## src/rtl/ex_logic_unit.sv

```systemverilog
// Registered 3-input truth-table evaluator with edge pulses and a saturating toggle counter.
// Optional macro EX_INPUT_SYNC_EN adds a 2-flop synchronizer on A, B, C ahead of evaluation.
module ex_logic_unit #(
    parameter logic [7:0] TRUTH_TABLE = 8'b1110_1000,
    parameter int         CNT_W       = 16
) (
    input  logic             clk,
    input  logic             rst,
    input  logic             A,
    input  logic             B,
    input  logic             C,
    output logic             F,
    output logic [2:0]       minterm,
    output logic             f_rise,
    output logic             f_fall,
    output logic [CNT_W-1:0] toggle_cnt
);

    logic [2:0]       idx;
    logic             f_q, f_d;
    logic [2:0]       minterm_q, minterm_d;
    logic             rise_q, rise_d;
    logic             fall_q, fall_d;
    logic [CNT_W-1:0] cnt_q, cnt_d;

`ifdef EX_INPUT_SYNC_EN
    logic [2:0] sync1_q, sync1_d;
    logic [2:0] sync2_q, sync2_d;

    always_comb begin
        sync1_d = {A, B, C};
        sync2_d = sync1_q;
    end

    always_ff @(posedge clk) begin
        if (rst) begin
            sync1_q <= 3'b000;
            sync2_q <= 3'b000;
        end else begin
            sync1_q <= sync1_d;
            sync2_q <= sync2_d;
        end
    end

    assign idx = sync2_q;
`else
    assign idx = {A, B, C};
`endif

    // f_q doubles as the previous-F reference for edge detection.
    always_comb begin
        f_d       = TRUTH_TABLE[idx];
        minterm_d = idx;
        rise_d    = ~f_q & f_d;
        fall_d    = f_q & ~f_d;
        cnt_d     = cnt_q;
        if ((rise_d || fall_d) && (cnt_q != {CNT_W{1'b1}}))
            cnt_d = cnt_q + CNT_W'(1);
    end

    always_ff @(posedge clk) begin
        if (rst) begin
            f_q       <= 1'b0;
            minterm_q <= 3'b000;
            rise_q    <= 1'b0;
            fall_q    <= 1'b0;
            cnt_q     <= '0;
        end else begin
            f_q       <= f_d;
            minterm_q <= minterm_d;
            rise_q    <= rise_d;
            fall_q    <= fall_d;
            cnt_q     <= cnt_d;
        end
    end

    assign F          = f_q;
    assign minterm    = minterm_q;
    assign f_rise     = rise_q;
    assign f_fall     = fall_q;
    assign toggle_cnt = cnt_q;

endmodule

```

## config.mk

```make
export PLATFORM = sky130hd
export DESIGN_NAME = ex_logic_unit
export DESIGN_NICKNAME = d
export VERILOG_FILES = /design/src/rtl/ex_logic_unit.sv
export SDC_FILE = /design/constraint.sdc
export NUM_CORES = 1
export LEC_CHECK = 0
export CAP_MARGIN = 20
export CORE_UTILIZATION = 47
export DETAILED_ROUTE_END_ITERATION = 10
export PLACE_DENSITY = 0.74
export SETUP_SLACK_MARGIN = 0.05
export SYNTH_ARGS = -nofsm -noshare
export SYNTH_HDL_FRONTEND = slang
export SYNTH_SLANG_ARGS = --single-unit
```

## constraint.sdc

```tcl
create_clock -name clk -period 2.5 [get_ports clk]
set_clock_uncertainty 0.05 [all_clocks]
set_input_delay 0.375 -clock clk [delete_from_list [all_inputs] [get_ports clk]]
set_output_delay 0.375 -clock clk [all_outputs]
set_load 0.05 [all_outputs]
```

==> run metrics <==
largest net degree at the start of global routing 16; CP Max Fanout 3; Pins Over Slew Limit 0; GR Overflow Total 0; xor/xnor share of the synthesized area 0; Critical path origin A; vias in the first global route 885; switching share of power 0.256; outcome finished, final reports clean; TritonCTS clock tree done; relative slew slack 0.637; pwr/cell area 458 nW/um2; yosys warns 0; met3 GRT Util 0.0314; mean post-synth cell area 8.92 um2; measured slew at the worst slew-check pin 0.543 ns; detailed-router iteration count before antenna repair 4; Synth Area in Compound Gates 0.153; slowest stage delay, CP 0.44 ns; Ports 27; Synth Net Count 122; Comb pwr share 0.166; Mapped Area 1020 um2; CTS Buf Count 3; PortBufs 26; DP HPWL 1.59 mm; vias 988; RSZ-0062 raised after global routing false; GR Util met1 0.234; Hold Slack 0.466 ns; Placer Congestion 0.763; finished layout cell area 1460 um2; Core Box Area 2000 um2; Simple-Gate Fraction of Synth Area 0.315; MaxCap Viol Count 0; Synth area leaders dfxtp_1 43%, a21oi_1 4.9%, o21ai_0 4.4%, nor2b_1 4.3%, ha_1 3.7%; worst vdd ir 0.385 mV; clock buffer depth 2; Clk Latency, worst-skew pair 0.30 ns; dpl cell area 1380 um2; FMAX 426 MHz; Post-synth EDFFs 0; area growth from synthesis to layout 43.9%; total track usage 0.203; Cell variety after synth 35; area leader, netlist dfxtp_1; reg-to-reg critical path startpoint F; DRC 0; Final Cycle Share 0.939; Fin. Hold Viols 0; Async S/R FF share, synth 0; CTS sink cnt 22; grt met2 use 0.376; worst path cell trace clkdlybuf4s50_1 > a21o_1 > o21ai_0 > inv_1 > ha_4 > nand3b_1 > a311o_1 > or4_1 > a21oi_1; mux share of post-synthesis cell area 0.0320; slowest library cell on the worst path clkdlybuf4s50_1; post-synthesis sequential area ratio 0.433; Seq cells post-synth 22; global-route wire length before repair 3.77 mm; Setup violations, final 0; die footprint 2350 um2; Std-Cell Rows 16; Die Height 48.5 um; Post-Route Setup TNS 0 ns; WP buf/inv 2; Critical Path Sink Type flip-flop; GRT Max-Usage Layer met2; sum of routed wire length over all layers 2.23 mm; root buf cell clkbuf_4; Flop pwr share 0.549; Syn Inst Count 114; crit path kind primary input to flip-flop; share of post-route cells with drive strength above 1 0.188; critical path launch point type primary input; Power Internal 0.000499 W; Hold Path Class flip-flop to flip-flop; most common cell in the netlist dfxtp_1; Clock Power Share 0.286; Ant. Diodes 0; Post-synth top cells 22 x dfxtp_1, 10 x a21oi_1, 9 x o21ai_0; CTS clk-pin slew, worst paths 0.12 ns; CP top delay family compound AO/OA/AOI/OAI gates; Worst Hold Launch toggle_cnt[9]; main combinational cell family by area after synthesis simple AND/OR/NAND/NOR gates; routed len/inst 12.3 um; initial antenna violation count 0; CP required 2.68 ns; DRT iter0 DRCs 8; Psw 0.000171 W; H-Tree Level Count 1; leak pwr 0.523 nW; antenna viol nets, final 0; Arr. time, crit path 2.53 ns; fin crit period 2.35 ns; Initial Utilization 0.508; Vias/cell 5.46; Post-Synth Adder-Cell Area 0.0369; Synth top area share 0.433; Layout Nets 163; Die Wd 48.5 um; Post-synth top flop dfxtp_1
==> area by class of cell <==
class | instances | area, um2
sequential | 22 | 440
timing repair buffer | 39 | 358
multi-input combinational | 84 | 577
inverter | 5 | 18.8
tap | 27 | 33.8
fill | 163 | 538
clock buffer | 4 | 36.3
==> registers in the layout, summed over array words and instances, names as in the netlist <==
signal	cells
f_rise	1
F	1
toggle_cnt	16
minterm	3
f_fall	1
==> layer usage <==
metal	vias up	share of wire	wire (um)
met1	466	0.46	1020
met3	2	0.036	80
met2	21	0.49	1100
li1	499	-	-
met5	-	0	0
met4	0	0.010	23
==> power by group through the flow <==
stage	registers [W]	logic [W]	clock network, W
global placement	0.000375	0.000103	0
CTS	0.000368	0.000106	0.000199
detailed placement	0.000376	0.000105	0
finish	0.000368	0.000111	0.000191
floorplan	0.000409	0.0000279	0
global route	0.000369	0.000119	0.000217
==> worst register-to-register path: cells and delay by family, from the launching register on <==
kind                       cells  cell delay [ns]
adders and majority gates      1             0.24
AOI/OAI and AO/OA              2             0.49
DFF                            1             0.37
and+or+nand+nor                2             0.59
buffers and inverters          1             0.08
==> path summary, 6_finish.rpt <==
path	endpoint	slack, ns	depth (start not counted)
setup reg to reg	toggle_cnt[13]	0.61	6
hold reg to reg	toggle_cnt[9]	0.47	2
hold / removal	toggle_cnt[9]	0.47	2
setup / recovery	toggle_cnt[13]	0.15	9
==> cells by family after synthesis <==
logic type | after synthesis
adder cells (fa/ha/maj) | 3
flip-flops | 22
buffers and inverters | 8
AND/OR/NAND/NOR | 51
AO/OA/AOI/OAI | 27
multiplexers | 3
==> layout by cell type, fill, tap and decap left out, types with 3 or more instances in the layout <==
master           count
inv_1                5
o31ai_1              3
buf_4               13
nor3_1               3
a21oi_1             10
clkdlybuf4s50_1     26
nor2_1               7
dfxtp_1             22
o21ai_0              9
nor2b_1              7
clkbuf_4             3
nand3_1              3
or3_1                6
nand2_1              3
or4_1                3
==> per-stage QoR <==
stage                util  cells  setup WS, ns  power [W]
finish              0.731    181         0.153   0.000670
global route        0.731    181        0.0500   0.000705
CTS                 0.708    179        0.0876   0.000672
detailed placement  0.690    175        -0.231   0.000481
global placement    0.690    175        -0.182   0.000478
floorplan               -    114         0.219   0.000437
==> repair_timing <==
| item | 4_1_cts | 5_1_grt |
|---|---|---|
| hold buffers | 0 | 0 |
| resized for setup | 0 | 5 |
| endpoints found under the setup margin | 0 | 9 |
| buffers inserted | 0 | 2 |
Note: power is estimated with default switching activity, not from simulation.
